File: src/rtl/regbank_wb_arbiter.sv
// Arbitrates register-bank writeback (A = pipeline, B = multi-cycle unit) with a 1-cycle registered write and a pending scoreboard.
// Define REGBANK_WB_STARVE_GUARD_EN to force a B grant after STARVE_LIMIT consecutive refusals.
module regbank_wb_arbiter #(
    parameter int DATA_W       = 32,
    parameter int ADDR_W       = 5,
    parameter int STARVE_LIMIT = 4
) (
    input  logic              CLK,
    input  logic              reset,
    input  logic              a_valid,
    output logic              a_ready,
    input  logic [ADDR_W-1:0] a_addr,
    input  logic [DATA_W-1:0] a_data,
    input  logic              b_valid,
    output logic              b_ready,
    input  logic [ADDR_W-1:0] b_addr,
    input  logic [DATA_W-1:0] b_data,
    input  logic              iss_valid,
    output logic              iss_ready,
    input  logic [ADDR_W-1:0] iss_addr,
    input  logic [ADDR_W-1:0] q0_addr,
    input  logic [ADDR_W-1:0] q1_addr,
    output logic              q0_busy,
    output logic              q1_busy,
    output logic [ADDR_W-1:0] wAddr,
    output logic [DATA_W-1:0] wData,
    output logic              wEn
);
    localparam int NREG = 2**ADDR_W;

    logic [NREG-1:0]   r_pending;
    logic [ADDR_W-1:0] r_waddr;
    logic [DATA_W-1:0] r_wdata;
    logic              r_wen;
    logic              r_from_b;

    logic              w_force_b;
    logic              w_a_grant;
    logic              w_b_grant;
    logic              w_iss_grant;
    logic [NREG-1:0]   w_set_mask;
    logic [NREG-1:0]   w_clr_mask;

`ifdef REGBANK_WB_STARVE_GUARD_EN
    localparam int CNT_W = $clog2(STARVE_LIMIT + 1);
    logic [CNT_W-1:0] r_starve;

    // Counter only advances while B is actually waiting; it parks at the limit.
    assign w_force_b = (r_starve == CNT_W'(STARVE_LIMIT));

    always_ff @(posedge CLK or negedge reset) begin
        if (!reset) begin
            r_starve <= '0;
        end else if (!b_valid || w_b_grant) begin
            r_starve <= '0;
        end else if (!w_force_b) begin
            r_starve <= r_starve + CNT_W'(1);
        end
    end
`else
    assign w_force_b = 1'b0;
`endif

    assign w_a_grant   = reset & a_valid & ~w_force_b;
    assign w_b_grant   = reset & b_valid & (w_force_b | ~a_valid);
    assign w_iss_grant = reset & iss_valid & iss_ready;

    assign a_ready   = w_a_grant;
    assign b_ready   = w_b_grant;
    assign iss_ready = reset & ((iss_addr == '0) | ~r_pending[iss_addr]);

    assign q0_busy = (q0_addr != '0) & r_pending[q0_addr];
    assign q1_busy = (q1_addr != '0) & r_pending[q1_addr];

    assign wAddr = r_waddr;
    assign wData = r_wdata;
    assign wEn   = r_wen;

    // Register 0 is hardwired: its writes are absorbed with the enable held low.
    always_ff @(posedge CLK or negedge reset) begin
        if (!reset) begin
            r_waddr  <= '0;
            r_wdata  <= '0;
            r_wen    <= 1'b0;
            r_from_b <= 1'b0;
        end else if (w_a_grant) begin
            r_waddr  <= a_addr;
            r_wdata  <= a_data;
            r_wen    <= (a_addr != '0);
            r_from_b <= 1'b0;
        end else if (w_b_grant) begin
            r_waddr  <= b_addr;
            r_wdata  <= b_data;
            r_wen    <= (b_addr != '0);
            r_from_b <= 1'b1;
        end else begin
            r_wen    <= 1'b0;
            r_from_b <= 1'b0;
        end
    end

    // Pending bit drops on the same edge the bank captures the B result.
    always_comb begin
        w_set_mask = '0;
        w_clr_mask = '0;
        if (w_iss_grant && (iss_addr != '0)) begin
            w_set_mask[iss_addr] = 1'b1;
        end
        if (r_wen && r_from_b) begin
            w_clr_mask[r_waddr] = 1'b1;
        end
    end

    always_ff @(posedge CLK or negedge reset) begin
        if (!reset) begin
            r_pending <= '0;
        end else begin
            r_pending <= (r_pending & ~w_clr_mask) | w_set_mask;
        end
    end

endmodule

File: config.mk
export PLATFORM = sky130hd
export DESIGN_NAME = regbank_wb_arbiter
export DESIGN_NICKNAME = d
export VERILOG_FILES = /design/src/rtl/regbank_wb_arbiter.sv
export SDC_FILE = /design/constraint.sdc
export NUM_CORES = 1
export LEC_CHECK = 0
export CAP_MARGIN = 15
export CORE_MARGIN = 10
export CORE_UTILIZATION = 35
export CTS_CLUSTER_DIAMETER = 40
export DETAILED_ROUTE_END_ITERATION = 10
export HOLD_SLACK_MARGIN = 0.08
export PLACE_DENSITY_LB_ADDON = 0.08
export SYNTH_ARGS = -nofsm -noshare
export SYNTH_HDL_FRONTEND = slang
export SYNTH_SLANG_ARGS = --single-unit
File: constraint.sdc
create_clock -name CLK -period 2.7 [get_ports CLK]
set_input_delay 0.27 -clock CLK [delete_from_list [all_inputs] [get_ports CLK]]
set_output_delay 0.27 -clock CLK [all_outputs]
set_load 0.1 [all_outputs]
==> results of run 1 <==
cells by family after synthesis:
family / after synthesis
AOI/OAI and AO/OA: 118
buffers and inverters: 34
DFF: 71
muxes: 72
and+or+nand+nor: 94
registers in the layout (all words and copies together), names as in the netlist:
signal and count:
r_from_b 1, wEn 1, wAddr 5, wData 32, r_pending 32
worst max-delay path, stage by stage:
cell	delay (ns)
clkdlybuf4s50_1	0.51
buf_12	0.14
mux4_2	0.49
mux4_2	0.48
mux2_2	0.30
buf_12	0.17
repair_timing:
action,in CTS,in global routing
hold buffers,1,0
gates resized for setup,0,1
setup endpoints to repair,0,1
hold endpoints to repair,6,0
through the flow:
stage	instances	setup slack, ns
after floorplan	389	0.183
after global placement	656	0.0635
after detailed placement	656	0.0334
after CTS	673	0.0409
after global routing	673	0.00932
final	673	0.0590
metal layers:
metal | GRT usage, % | routed length [microns] | up-vias
met5 | 0 | 0 | -
met4 | 4.24 | 110 | 0
met3 | 8.81 | 1500 | 9
met2 | 25.5 | 6140 | 144
met1 | 20.3 | 5740 | 1706
li1 | - | - | 1719
layout by cell type (no fill, tap or decap), types with 2 or more instances in the layout:
cell	synthesis	final
mux2_2	4	4
nand3b_1	5	5
a21oi_1	4	4
nand2_1	53	52
o21a_1	2	2
clkdlybuf4s50_1	0	92
buf_12	0	8
nor3_1	3	3
dfrtp_1	71	71
and3b_1	4	4
mux4_2	20	20
o22ai_1	3	3
clkbuf_8	0	3
clkinv_2	0	2
mux2i_1	47	47
buf_4	1	55
or3_1	4	4
nand2b_1	3	3
clkbuf_16	0	9
inv_1	2	2
nand4_1	2	2
o31ai_1	22	22
o21ai_0	69	69
or4_1	2	2
o21ai_1	9	8
or3b_2	4	4
nand3_1	4	4
nor2_1	7	7
where the power goes:
group | internal, mW | switching (mW)
Sequential | 1.19 | 0.128
Clock | 0.788 | 0.430
Combinational | 0.442 | 0.899
worst max-delay path by stage:
stage                            start         to  slack (ns)  depth (start not counted)
2_1_floorplan  r_pending[31]$_DFF_PN0_  iss_ready        0.18                          7
3_3_place_gp                q0_addr[0]    q0_busy        0.06                          6
3_5_place_dp                q1_addr[0]    q1_busy        0.03                          6
4_1_cts                     q0_addr[0]    q0_busy        0.04                          6
5_1_grt                     q1_addr[0]    q1_busy       0.009                          6
6_report                    q1_addr[0]    q1_busy        0.06                          6
cell type report:
cell class	count	area [sq um]
Multi-Input combinational cell	284	2170
Fill cell	1074	5460
Clock buffer	13	270
Sequential cell	71	1780
Clock inverter	3	40.0
Tap cell	143	179
Inverter	2	7.51
Timing Repair Buffer	157	1520
==> impl_results.md, run 1 <==
- Simple-gate share of the synthesized area: 11.3%
- Syn nets: 483
- CTS Sinks: 71
- FMAX: 379 MHz
- Worst Tran Pin Value: 0.534 ns
- Crit-path max FO: 9
- Clock Path Buffers: 2
- Largest family of logic cells by synthesized area: multiplexers
- CP arrival: 2.37 ns
- FF-to-FF Start: r_pending[31]$_DFF_PN0_
- Tmin final: 2.64 ns
- I/O pins: 137
- Clock Latency Late Sink: 0.33 ns
- Synth area leader: dfrtp_1
- Core footprint: 11400 sq um
- Complex-gate fraction of the synthesized area: 17.2%
- Main synth FF type: dfrtp_1
- RSZ-0062 raised after global routing: false
- Buffers on Ports: 136
- Gr ovfl total: 0
- Final ANT Viol Nets: 0
- Post-route core utilization: 52.2%
- Adder-cell share of the synthesized area: 0%
- Register area share after synthesis: 43.4%
- Root Buffer: clkbuf_16
- WL final: 13500 microns
- Vias in the first global route: 3873
- Die Area: 16400 sq um
- Die width: 128 microns
- Synth Warn #: 0
- EDFF count, synth: 0
- Worst path required time: 2.43 ns
- Routability congestion estimate: 0.948
- DR vias: 3578
- # nets final: 619
- Total CTS buffers: 9
- Mux share of post-synthesis cell area: 24.0%
- Hold WC Path Type: in2async
- Initial antenna violation count: 0
- Worst-path clk slew: 0.05 ns
- CTS tree: built
- Share of post-route cells with drive strength above 1: 21.5%
- CP Class: in2out
- Routed WL per cell: 20.1 microns
- Top cells by area, synth: dfrtp_1, mux2i_1, mux4_2
- Postcts setup bufs: 0
- Leak: 2.48 nW
- Final period utilization: 97.8%
- HPWL Detailed: 10900 microns
- Worst slew margin: 64.2%
- Post-Syn Area: 4090 sq um
- Die H: 128 microns
- Smallest hold slack: 0.364 ns
- Initial DRC Count: 233
- Clock skew: 0.00560 ns
- Area growth syn-to-layout: 45.6%
- Max-cap viol count: 0
- Tot GR Track Use: 16.7%
- DRC viols: 0
- PD cells: 650 nW/um^2
- Drt pass-1 iters: 4
- Post-Synth XOR/XNOR Area: 0%
- Most common library cells after synthesis: dfrtp_1, o21ai_0, nand2_1
- Largest net degree at the start of global routing: 53
- Clock H-tree levels: 3
- Count of pins over their slew limit: 0
- Most common cell in the netlist: dfrtp_1
- Starting density of the core: 35.8%
- Std cell rows: 39
- # diodes: 0
- Status: finished clean
- Top cell type's share of synthesized area: 43.4%
- Worst r2r path cells: 6
- # setup viols final: 0
- Synthesized area per cell: 10.5 sq um
- Crit. End Element: output port
- Seq cells post-synth: 71
- Placed Area: 5640 sq um
- Worst IR Drop VDD: 0.336 mV
- Fin area: 5960 sq um
- Pwr Total: 3.87 mW
- Worst reg2reg endpoint: r_pending[24]$_DFF_PN0_
- CP Launch Type: input pin
- Reg2reg setup slack: 0.61 ns
- First-pass GRT wire length: 21700 microns
- Mapped Cells: 389
- Hold Fails Final Rpt: 0
- Final setup TNS: 0 ns
- Vias per Instance: 5.32
- Async SR Flop Fraction: 100%
- Synth unique cells: 41
Power figures use the tool's default switching activity.
==> run 2, diff against run 1 <==
- CORE_MARGIN: 10 -> 3
- GPL_ROUTABILITY_DRIVEN: default -> 1
- clock period: 2.7 -> 2.6 ns (I/O delays scaled with it)
==> run 2 against run 1 <==
Net effect: combinational power rose by 4%; critical endpoint unchanged; final area rose by 0.52%; routed wire length is 4.6% lower; worst hold slack better by 0.045 ns; sequential power is 4% higher; highest routed layer unchanged; sequential share of layout area is 0.16 points lower; register-to-register slack worse by 0.10 ns; largest power group unchanged; clock-buffer cell count shrank 4.
==> impl_results.md, run 2 (synthesis gave the netlist of run 1 again) <==
- Final period utilization: 95.2%
- CP arrival: 2.21 ns (was 2.37 ns)
- Clock Power Share: 30.2% (was 31.4%)
- CP Launch Type: input pin (unchanged)
- # nets final: 626 (was 619)
- Status: finished clean (unchanged)
- Slowest stage delay, CP: 0.52 ns (was 0.51 ns)
- Hold WC Path Type: in2async (unchanged)
- Sw Ratio: 38.6% (was 37.6%)
- Area growth syn-to-layout: 46.4% (was 45.6%)
- Leak: 2.54 nW (was 2.48 nW)
- Filler Cell Count: 1023 (was 1074)
- DR vias: 3669 (was 3578)
- Share of post-route cells with drive strength above 1: 22.6% (was 21.5%)
- Slowest-stage cell, CP: mux4_2 (was clkdlybuf4s50_1)
- Die H: 114 microns (was 128 microns)
- PD cells: 660 nW/um^2 (was 650 nW/um^2)
- GR peak layer: met2 (unchanged)
- CTS tree: built (unchanged)
- Max-cap viol count: 0 (unchanged)
- Total CTS buffers: 9 (unchanged)
- WL final: 12900 microns (was 13500 microns)
- Routing usage on met3: 6.29% (was 8.81%)
- # diodes: 0 (unchanged)
- Reg area: 1780 sq um (unchanged)
- CP Class: in2out (unchanged)
- Std cell rows: 38 (was 39)
- Final ANT Viol Nets: 0 (unchanged)
- Crit. End Element: output port (unchanged)
- Most frequent cells in the layout: clkdlybuf4s50_1, dfrtp_1, o21ai_0, buf_4, nand2_1 (unchanged)
- Multi-input logic area: 2180 sq um (was 2170 sq um)
- First-pass GRT wire length: 20600 microns (was 21700 microns)
- Worst-path clk slew: 0.06 ns (was 0.05 ns)
- Pwr Total: 3.96 mW (was 3.87 mW)
- Initial DRC Count: 154 (was 233)
- Hold Fails Final Rpt: 0 (unchanged)
- Dpl cells: 660 (was 656)
- CTS Sinks: 71 (unchanged)
- Comb power frac: 35.3% (was 34.6%)
- Die Area: 13000 sq um (was 16400 sq um)
- Tot GR Track Use: 20.4% (was 16.7%)
- Worst path required time: 2.34 ns (was 2.43 ns)
- Vias in the first global route: 3837 (was 3873)
- Crit-path max FO: 2 (was 9)
- Sw power: 1.53 mW (was 1.46 mW)
- Setup crit start: q1_addr[1] (was q1_addr[0])
- CP delay by family, top: multiplexers (unchanged)
- Clock H-tree levels: 3 (unchanged)
- Internal power: 2.43 mW (was 2.41 mW)
- Worst IR Drop VDD: 0.324 mV (was 0.336 mV)
- Drt pass-1 iters: 4 (unchanged)
- I/O pins: 137 (unchanged)
- Core footprint: 11100 sq um (was 11400 sq um)
- Buffers on Ports: 136 (unchanged)
- # setup viols final: 0 (unchanged)
- Routed WL per cell: 19.0 microns (was 20.1 microns)
- Count of pins over their slew limit: 0 (unchanged)
- Cell-by-cell trace of the critical path: clkdlybuf4s50_1 > mux4_2 > mux4_2 > mux2_4 > buf_12 (was clkdlybuf4s50_1 > buf_12 > mux4_2 > mux4_2 > mux2_2 > buf_12)
- Gr ovfl total: 0 (unchanged)
- Initial antenna violation count: 0 (unchanged)
- DRC viols: 0 (unchanged)
- Share of power burned in registers: 34.5% (was 33.9%)
- Worst path buffer plus inverter count: 2 (was 3)
- FMAX: 404 MHz
- Most used cell along the critical path: mux4_2
- Met2 Resource Use GR: 31.6% (was 25.5%)
- Root Buffer: clkbuf_16 (unchanged)
- Clock Latency Late Sink: 0.33 ns (about the same)
- HPWL Detailed: 10100 microns (was 10900 microns)
- Worst slew margin: 65.8% (was 64.2%)
- Clock skew: 0.00915 ns (was 0.00560 ns)
- Routability congestion estimate: 0.950 (was 0.948)
- Vias per Instance: 5.43 (was 5.32)
- FF-to-FF Start: r_pending[31]$_DFF_PN0_ (unchanged)
- Postcts setup bufs: 0 (unchanged)
- Die width: 114 microns (was 128 microns)
- Starting density of the core: 36.8% (was 35.8%)
- Non-Filler Instances: 676 (was 673)
- Final setup TNS: 0 ns (unchanged)
- Post-route core utilization: 53.9% (was 52.2%)
- Largest net degree at the start of global routing: 56 (was 53)
- Tmin final: 2.47 ns
- RSZ-0062 raised after global routing: false (unchanged)
- Worst Tran Pin Value: 0.511 ns (was 0.534 ns)
- GRT met1 Usage: 26.6% (was 20.3%)
- Clock Path Buffers: 2 (unchanged)
- Leading cell type in the layout, fill and taps excluded: clkdlybuf4s50_1 (unchanged)
run 2: changes by cell type in the layout (fill, tap and decap cells not counted):
cell | previous run | this run
buf_4 | 55 | 62
clkdlybuf4s50_1 | 92 | 88
clkbuf_8 | 3 | 0
dlymetal6s2s_1 | 0 | 3
clkinv_4 | 0 | 2
mux2_2 | 4 | 2
mux2_4 | 1 | 3
buf_12 | 8 | 7
buf_6 | 1 | 2
clkbuf_1 | 1 | 0
clkinv_2 | 2 | 3
dlygate4sd2_1 | 0 | 1
run 2: stage by stage:
stage	instance area (sq um)	setup WS, ns	hold slack, ns
after floorplan	4100	0.0931	-0.0356
after global placement	5670	-0.00977	0.216
after detailed placement	5670	-0.0492	0.218
after CTS	5980	0.00231	0.404
after global routing	5990	0.0420	0.444
final	5990	0.126	0.409
run 2: cell type report:
type	count	area share [%]
sequential	71	29.7
tap	140	2.92
clock buffer	9	3.76
inverter	2	0.125
multi-input combinational	284	36.4
clock inverter	6	1.04
timing repair buffer	164	26.1
run 2: worst paths after layout:
kind	endpoint	slack [ns]	cells past startpoint
max	q1_busy	0.13	5
min	wData[2]$_DFFE_PN0P_	0.41	2
max reg2reg	r_pending[26]$_DFF_PN0_	0.51	6
min reg2reg	wData[17]$_DFFE_PN0P_	0.47	2
max in group asynchronous	wData[12]$_DFFE_PN0P_	1.36	3
min in group CLK	wData[17]$_DFFE_PN0P_	0.47	2
run 2: worst reg2reg max path, stage by stage, from the launching register on:
cell	delay [ns]
dfrtp_1	0.43
mux4_2	0.48
nor2b_1	0.14
a21o_1	0.19
a211o_4	0.30
buf_4	0.20
o31ai_1	0.26
run 2: metal layers:
metal	vias to the layer above	part of all wire [%]
met4	0	2.6
met3	24	9.9
met5	-	0
met2	160	45
li1	1735	-
met1	1750	42
run 2: timing repair:
item / 4_1_cts / 5_1_grt
resized for setup: 5 / 3
endpoints found under the hold margin: 21 / 0
hold buffers: 1 / 0
endpoints found under the setup margin: 3 / 3
run 2: power by group through the flow:
stage | Combinational [mW] | Sequential (mW) | Clock [mW]
after floorplan | 0.406 | 1.89 | 0
after global placement | 1.40 | 1.37 | 0
after detailed placement | 1.41 | 1.38 | 0
after CTS | 1.41 | 1.36 | 1.22
after global routing | 1.47 | 1.38 | 1.27
final | 1.40 | 1.36 | 1.19
